--- src/rtl/array_be_sync_ram_if.sv ---
// array_be_sync_ram_if: request/response bundle for array_be_sync_ram.
// master drives the write port (write_en/addr/data/be) and the read request
// (read_en/read_addr); slave (the RAM) returns read_data, read_valid and init_busy.
interface array_be_sync_ram_if #(
    parameter int WIDTH = 32,
    parameter int ADDR  = 4
);
    localparam int BYTES = WIDTH / 8;

    logic             write_en;
    logic [ADDR-1:0]  write_addr;
    logic [WIDTH-1:0] write_data;
    logic [BYTES-1:0] write_be;
    logic             read_en;
    logic [ADDR-1:0]  read_addr;
    logic [WIDTH-1:0] read_data;
    logic             read_valid;
    logic             init_busy;

    modport master (
        output write_en, write_addr, write_data, write_be, read_en, read_addr,
        input  read_data, read_valid, init_busy
    );

    modport slave (
        input  write_en, write_addr, write_data, write_be, read_en, read_addr,
        output read_data, read_valid, init_busy
    );
endinterface

--- src/rtl/array_be_sync_ram.sv ---
// array_be_sync_ram: simple-dual-port RAM with byte-enable writes, selectable
// read-during-write behaviour, optional output register and post-reset clear.
// Ports:
//   clk  - single clock, rising edge
//   rst  - synchronous active-high reset
//   bus  - slave side of array_be_sync_ram_if:
//          write_en/write_addr/write_data/write_be in, read_en/read_addr in,
//          read_data/read_valid/init_busy out
module array_be_sync_ram #(
    parameter int WIDTH        = 32,
    parameter int DEPTH        = 16,
    parameter int ADDR         = 4,
    parameter int RD_PIPE      = 0,
    parameter int RDW_MODE     = 0,
    parameter int CLEAR_ON_RST = 1
) (
    input logic               clk,
    input logic               rst,
    array_be_sync_ram_if.slave bus
);
    localparam int BYTES = WIDTH / 8;

    typedef enum logic {CLEAR, READY} state_t;

    state_t           state_q, state_d;
    logic [ADDR-1:0]  cnt_q, cnt_d;
    logic             busy;
    logic             last;
    logic [WIDTH-1:0] mem [DEPTH];
    logic             wr_acc, rd_acc;
    logic             wr_in, rd_in;
    logic             rdw_hit;
    logic [WIDTH-1:0] old_word, merged, rd_word;
    logic             s1_valid_q;
    logic [WIDTH-1:0] s1_data_q;
    logic             rd_valid;
    logic [WIDTH-1:0] rd_data;

    // Clear sequencer: state register
    always_ff @(posedge clk) begin
        if (rst) begin
            state_q <= (CLEAR_ON_RST != 0) ? CLEAR : READY;
            cnt_q   <= '0;
        end else begin
            state_q <= state_d;
            cnt_q   <= cnt_d;
        end
    end

    assign last = (cnt_q == ADDR'(DEPTH - 1));

    // Clear sequencer: next state
    always_comb begin
        state_d = state_q;
        cnt_d   = cnt_q;
        if (state_q == CLEAR) begin
            cnt_d   = last ? '0 : cnt_q + 1'b1;
            state_d = last ? READY : CLEAR;
        end
    end

    // Clear sequencer: outputs
    always_comb begin
        busy = (state_q == CLEAR);
    end

    // Requests seen during reset are dropped so nothing leaks past the reset edge.
    assign wr_acc = bus.write_en && !busy && !rst;
    assign rd_acc = bus.read_en && !busy && !rst;

    // Zero-extended compare keeps this correct for non-power-of-two depths.
    assign wr_in = ({1'b0, bus.write_addr} < (ADDR + 1)'(DEPTH));
    assign rd_in = ({1'b0, bus.read_addr} < (ADDR + 1)'(DEPTH));

    assign old_word = rd_in ? mem[bus.read_addr] : '0;

    always_comb begin
        merged = old_word;
        for (int k = 0; k < BYTES; k++)
            if (bus.write_be[k]) merged[8*k +: 8] = bus.write_data[8*k +: 8];
    end

    // Write-first forwarding for a same-address collision.
    assign rdw_hit = (RDW_MODE != 0) && wr_acc && wr_in && rd_in
                     && (bus.write_addr == bus.read_addr);
    assign rd_word = rdw_hit ? merged : old_word;

    // Storage array: never reset; zeroed by the sequencer instead.
    always_ff @(posedge clk) begin
        if (busy && !rst)
            mem[cnt_q] <= '0;
        else if (wr_acc && wr_in)
            for (int k = 0; k < BYTES; k++)
                if (bus.write_be[k]) mem[bus.write_addr][8*k +: 8] <= bus.write_data[8*k +: 8];
    end

    // First read stage: sampled word, held between reads.
    always_ff @(posedge clk) begin
        if (rst) begin
            s1_valid_q <= 1'b0;
            s1_data_q  <= '0;
        end else begin
            s1_valid_q <= rd_acc;
            if (rd_acc) s1_data_q <= rd_word;
        end
    end

    generate
        if (RD_PIPE != 0) begin : g_pipe
            logic             out_valid_q;
            logic [WIDTH-1:0] out_data_q;
            always_ff @(posedge clk) begin
                if (rst) begin
                    out_valid_q <= 1'b0;
                    out_data_q  <= '0;
                end else begin
                    out_valid_q <= s1_valid_q;
                    if (s1_valid_q) out_data_q <= s1_data_q;
                end
            end
            assign rd_valid = out_valid_q;
            assign rd_data  = out_data_q;
        end else begin : g_nopipe
            assign rd_valid = s1_valid_q;
            assign rd_data  = s1_data_q;
        end
    endgenerate

    assign bus.read_data  = rd_data;
    assign bus.read_valid = rd_valid;
    assign bus.init_busy  = busy;
endmodule
--- src/flat_wrapper.sv ---
// flat-port wrapper written by rule: the top's interface ports become plain ports
module array_be_sync_ram_flat 
#(
    parameter int WIDTH        = 32,
    parameter int DEPTH        = 16,
    parameter int ADDR         = 4,
    parameter int RD_PIPE      = 0,
    parameter int RDW_MODE     = 0,
    parameter int CLEAR_ON_RST = 1
)
  (clk, rst, bus_write_en, bus_write_addr, bus_write_data, bus_write_be, bus_read_en, bus_read_addr, bus_read_data, bus_read_valid, bus_init_busy);
  array_be_sync_ram_if #(.WIDTH(WIDTH), .ADDR(ADDR)) bus_i ();
  input logic clk;
  input logic rst;
  input wire logic [$bits(bus_i.write_en)-1:0] bus_write_en;
  input wire logic [$bits(bus_i.write_addr)-1:0] bus_write_addr;
  input wire logic [$bits(bus_i.write_data)-1:0] bus_write_data;
  input wire logic [$bits(bus_i.write_be)-1:0] bus_write_be;
  input wire logic [$bits(bus_i.read_en)-1:0] bus_read_en;
  input wire logic [$bits(bus_i.read_addr)-1:0] bus_read_addr;
  output wire logic [$bits(bus_i.read_data)-1:0] bus_read_data;
  output wire logic [$bits(bus_i.read_valid)-1:0] bus_read_valid;
  output wire logic [$bits(bus_i.init_busy)-1:0] bus_init_busy;
  assign bus_i.write_en = bus_write_en;
  assign bus_i.write_addr = bus_write_addr;
  assign bus_i.write_data = bus_write_data;
  assign bus_i.write_be = bus_write_be;
  assign bus_i.read_en = bus_read_en;
  assign bus_i.read_addr = bus_read_addr;
  assign bus_read_data = bus_i.read_data;
  assign bus_read_valid = bus_i.read_valid;
  assign bus_init_busy = bus_i.init_busy;
  array_be_sync_ram #(.WIDTH(WIDTH), .DEPTH(DEPTH), .ADDR(ADDR), .RD_PIPE(RD_PIPE), .RDW_MODE(RDW_MODE), .CLEAR_ON_RST(CLEAR_ON_RST)) u_core (.clk(clk), .rst(rst), .bus(bus_i));
endmodule
--- config.mk ---
export PLATFORM = sky130hd
export DESIGN_NAME = array_be_sync_ram_flat
export DESIGN_NICKNAME = d
export VERILOG_FILES = /design/src/rtl/array_be_sync_ram_if.sv /design/src/rtl/array_be_sync_ram.sv /design/src/flat_wrapper.sv
export SDC_FILE = /design/constraint.sdc
export NUM_CORES = 1
export LEC_CHECK = 0
export BUFFER_PORTS_ARGS = -buffer_cell sky130_fd_sc_hd__buf_2
export CAP_MARGIN = 5
export CELL_PAD_IN_SITES_DETAIL_PLACEMENT = 1
export CELL_PAD_IN_SITES_GLOBAL_PLACEMENT = 1
export CORE_AREA = 2 2 211 213
export CTS_BUF_LIST = sky130_fd_sc_hd__clkbuf_8
export CTS_CLUSTER_DIAMETER = 200
export CTS_CLUSTER_SIZE = 8
export DETAILED_ROUTE_END_ITERATION = 8
export DIE_AREA = 0 0 213 215
export PLACE_DENSITY = 0.71
export SETUP_SLACK_MARGIN = 0.02
export SYNTH_ARGS = -nofsm -noshare
export SYNTH_HDL_FRONTEND = slang
export SYNTH_SLANG_ARGS = --single-unit
--- constraint.sdc ---
create_clock -name clk -period 5.08 [get_ports clk]
set_clock_uncertainty 0.1 [all_clocks]
set_input_delay 1.016 -clock clk [delete_from_list [all_inputs] [get_ports clk]]
set_output_delay 1.016 -clock clk [all_outputs]
set_load 0.05 [all_outputs]
* Yosys cells after proc, flatten, opt, wreduce, memory -nomap -nowiden
Memories as Yosys holds them, arrays and structs flattened. A register that Yosys moved wholly into a read port is not among the register bits. Index checks and enable logic that the tools add are counted. Widths: inputs -> output; s select.
Storage, ports and cells: memory bits (writable) 512, output and inout port bits 34, register bits 6, memories 1
Operators by class: reductions and logical operators 7, equal/unequal tests 1, bitwise gates (word level) 1, add/subtract/negate cells 1, multiplexer cells 24
Memory list:
- u_core.mem | words 16, bits a word 32, read ports 1, clocked after Yosys merged registers in 1, write ports 1, RTL line array_be_sync_ram.sv:29 | logic [WIDTH-1:0] mem [DEPTH];
Operators by type and width (count):
- $mux 32 | 1
- $reduce_or 32->1 | 1
- $mux 1 | 20
- $mux 4 | 3
- $logic_and 1x1->1 | 5
- $add 4x1->4 const B | 1
- $eq 4x4->1 const B | 1
- $logic_not 1->1 | 1
- $not 1->1 | 1

* Longest topological paths before layout
depth in word-level cells 7, gate-level depth with buffers 7, gate-level depth less buffers 5

* Least setup slack after synthesis
Ideal clock, no wire load.
path type input to register, from input port rst, to memory u_core.mem[13][0] (enable), stages on the path 4, setup time 0.383 ns, slack 1.933 ns, data arrival time 2.663 ns, required time 4.597 ns, buffers on the path 1, path through nor4b_4 > mux2_2 > buf_2 > nor3_1
On the way: cells in the longest elaborated chain, start to end 7
RTL lines:
- start: declaration | RTL line flat_wrapper.sv:14 | input logic rst;
- $logic_not 1->1 (*) | RTL line array_be_sync_ram.sv:68, array_be_sync_ram.sv:90
- $logic_and 1x1->1 | RTL line array_be_sync_ram.sv:68 | assign wr_acc = bus.write_en && !busy && !rst;
- $mux 1 | RTL line array_be_sync_ram.sv:92 | else if (wr_acc && wr_in)
- $mux 1 | RTL line array_be_sync_ram.sv:90 | if (busy && !rst)
- $mux 1 (implied by the code) | RTL line array_be_sync_ram.sv:94 | if (bus.write_be[k]) mem[bus.write_addr][8*k +: 8] <= bus.write_data[8*k +: 8];
- $reduce_or 32->1 (no source line)
- $mux 4 (no source line)
- end: declaration | RTL line array_be_sync_ram.sv:29
Mark *: on every way between the ends. The rest lies on a longest branch, timed or not.

* Worst setup path in the final report
from register u_core.state_q, to memory u_core.mem[13][24] (enable)
On the way: cells in the longest elaborated chain, start to end 7
RTL lines:
- start: declaration | RTL line array_be_sync_ram.sv:25 | state_t state_q, state_d;
- start signal: assignment | RTL line array_be_sync_ram.sv:42 | state_q <= (CLEAR_ON_RST != 0) ? CLEAR : READY;
- start signal: assignment | RTL line array_be_sync_ram.sv:45 | state_q <= state_d;
- $logic_and 1x1->1 (2 in a row) | RTL line array_be_sync_ram.sv:68
- $mux 1 | RTL line array_be_sync_ram.sv:92
- $mux 1 | RTL line array_be_sync_ram.sv:90
- $mux 1 (implied by the code) | RTL line array_be_sync_ram.sv:94
- $reduce_or 32->1 (no source line)
- $mux 4 (no source line)
Several ways; a longest one is shown, not always the timed one.

==> out/metrics.csv <==
stage;metric;value;unit
setup_path;critPathMaxFanout;25;
routing;drc;0;
setup_path;path_buf_inv;2;
sta;tightest_slew;1.31;ns
power;p_per_area;351;nW/um^2
cts;path_clk_slew;0.06;ns
yosys;ys_types;35;
cells_and_area;drive_above_1_share;0.291;
global_route;track_usage;0.230;
yosys;syn_nets;1127;
placement;dp_hpwl;31.7;mm
routing;wl_per_cell;27.3;um
die;initial_utilization;0.494;
job;max_cap_viol_count;0;
global_route;grt_pass1_vias;11614;
cells_and_area;nets;1259;
run_status;status;finished clean;
power;p_leak;8.65;nW
routing;drtIter0Drc;717;
cts;h-tree-depth;3;
cts;clkSinkCount;550;
sta;fin_crit;3.63;ns
cts;cts-hold-fix-buffers;0;
sta;setup_violations;0;
die;dieArea;45800;sq um
power;ir_drop;0.162;mV
setup_path;critPathArrivalTime;3.76;ns
placement;pre_cts_ws;1.02;ns
cts;cts.path.max_buffers;3;
global_route;overflow;0;
routing;firstDrtPassIters;5;
cts;ctsResizeCount;0;
power;total_power;8.46;mW
sta;setup_ws;1.45;ns
cells_and_area;multiInputGateArea;5080;sq um
setup_path;path_delay_family;simple AND/OR/NAND/NOR gates;
cts;post_cts_buffers;0;
routing;viasPerCell;5.84;
sta;maxSlewViolCount;0;
yosys;ys_seq_elements;550;
global_route;antenna_found_initial;0;
die;die_w;213;um
setup_path;worst-setup-path-type;reg -> reg;
yosys;syn_area_per_cell;20.0;sq um
setup_path;crit_slowest_cell;nor3_1;
sta;max_clock_freq;0.275;GHz
yosys;yosys_warnings;0;
global_route;grt_max_degree;62;
setup_path;cp_cell_sequence;inv_2, nor4b_4, buf_4, mux2_2, nor3_1;
sta;fin_crit_sh;0.715;
cells_and_area;seqCellArea;16100;sq um
cells_and_area;n_antenna_cell;0;
cells_and_area;stdcell_count;1859;
die;dieHeight;215;um
cts;cts_tree;built;
sta;fin_setup_tns;0;ns
setup_path;worstSetupEndpointType;flop;
routing;ant_nets;0;
die;ios;82;
sta;slew-limit-headroom;0.118;
routing;wl;50.8;mm
cts;cts_root_buf;clkbuf_8;
die;rows;77;
placement;placed_cells;1718;
setup_path;worst_setup_path_start_kind;flop;
sta;rsz0062_at_grt;no;
yosys;ys_seq_area_frac;0.749;
die;core_area;43600;sq um
cells_and_area;fillCellCount;3914;
cts;cts_buffers;78;
yosys;netlist_instances;1078;
yosys;synth.cell_area;21500;sq um
setup_path;cpPeakStageDelay;1.03;ns
global_route;grt_pass1_wl;76.3;mm
cts;insertion_delay;0.62;ns
sta;final-hold-violation-count;0;
placement;gp_congestion;0.762;
cells_and_area;syn2layout_area_growth;11.7;%
worst_hold_path;hold_class;reg -> reg;
routing;vias;10863;
placement;io_buffers;81;
setup_path;cp_data_required_time;5.21;ns
[flip-flops by register name, summed over array words and instances (netlist names)]
name and flops:
u_core.mem 512, u_core.bus.read_data 32, u_core.cnt_q 4, u_core.bus.read_valid 1, u_core.state_q 1
[cell usage after synthesis]
library cell	number	area, sq um
a21o_1	4	30.0
a21oi_1	5	25.0
a221oi_1	24	210
a22oi_1	8	60.1
and2_1	33	206
and3b_1	1	8.76
buf_1	1	3.75
buf_2	24	120
buf_4	10	75.1
buf_6	3	33.8
clkbuf_1	32	120
dfxtp_1	38	761
edfxtp_1	512	15400
ha_1	1	12.5
inv_2	1	3.75
mux2_2	10	113
mux2i_1	82	821
mux2i_2	2	27.5
mux2i_4	3	67.6
mux4_2	104	2340
nand2_1	33	124
nand2b_1	1	6.26
nand3_1	1	5.00
nand4b_1	1	8.76
nor2_1	7	26.3
nor2b_1	11	68.8
nor3_1	31	155
nor3_2	33	330
nor3b_1	1	7.51
nor4_2	1	12.5
nor4b_4	1	23.8
o211ai_1	24	180
o21ai_0	33	165
or3_1	1	6.26
xnor2_1	1	8.76
[power breakdown]
part           leakage [nW]  total [mW]  switching, mW  internal, mW
registers              5.58        4.95         0.0161          4.93
logic                  2.20       0.381          0.227         0.154
clock network         0.873        3.13           1.63          1.50
[final timing paths]
check / depth (start not counted) / slack, ns / from / endpoint
worst max-delay path: 5 / 1.45 / u_core.state_q$_SDFF_PP0_ / u_core.mem[13][24]$_DFFE_PP_
worst min-delay path: 2 / 0.38 / u_core.bus.read_data[13]$_SDFFE_PP0P_ / u_core.bus.read_data[13]$_SDFFE_PP0P_
worst max register to register: 5 / 1.45 / u_core.state_q$_SDFF_PP0_ / u_core.mem[13][24]$_DFFE_PP_
worst min register to register: 2 / 0.38 / u_core.bus.read_data[13]$_SDFFE_PP0P_ / u_core.bus.read_data[13]$_SDFFE_PP0P_
[cells by family (layout without fill, tap and decap cells)]
| family | count (synthesis) | after routing | synth area share |
|---|---|---|---|
| AOI/OAI and AO/OA | 98 | 98 | 0.0311 |
| xor gates and xnor gates | 1 | 1 | 0.000407 |
| adders and majority gates | 1 | 1 | 0.000581 |
| buffers and inverters | 71 | 260 | 0.0166 |
| DFF | 550 | 550 | 0.749 |
| muxes | 201 | 201 | 0.156 |
| and+or+nand+nor | 156 | 156 | 0.0459 |
[layout by cell type, fill, tap and decap left out, drive strengths merged, types with 2 or more instances in the layout]
| cell type | instances |
|---|---|
| edfxtp | 512 |
| inv | 53 |
| mux2i | 87 |
| buf | 119 |
| a21oi | 5 |
| nor3 | 64 |
| nor2b | 11 |
| mux4 | 104 |
| nand2 | 33 |
| clkinvlp | 2 |
| mux2 | 10 |
| o21ai | 33 |
| clkbuf | 86 |
| a221oi | 24 |
| and2 | 33 |
| o211ai | 24 |
| nor2 | 7 |
| a22oi | 8 |
| dfxtp | 38 |
| a21o | 4 |
[worst register-to-register path, delay by kind of cell, from the launching register on]
kind | cells | cell delay, ns
mux | 1 | 0.60
flops | 1 | 0.65
buf+inv | 2 | 0.56
simple gates | 2 | 1.33
[layout make-up]
type | count | area share
inverter | 1 | 0.000156
clock inverter | 54 | 0.00894
sequential | 550 | 0.670
clock buffer | 83 | 0.0475
multi-input combinational | 457 | 0.211
tap | 592 | 0.0308
timing repair buffer | 122 | 0.0312
[metal layers]
metal  vias up  share of wire  track usage
met4         0          0.022       0.0711
met5         -              0            0
met1      5731           0.44        0.341
met2       368           0.47        0.352
li1       4690              -            -
met3        74          0.062       0.0414
[stage by stage]
stage	area [sq um]	util	hold slack, ns
floorplan	21500	-	0.405
global placement	22700	0.519	0.362
detailed placement	22700	0.520	0.369
CTS	24000	0.551	0.384
global route	24100	0.552	0.410
finish	24100	0.552	0.376
Power figures use the tool's default switching activity.
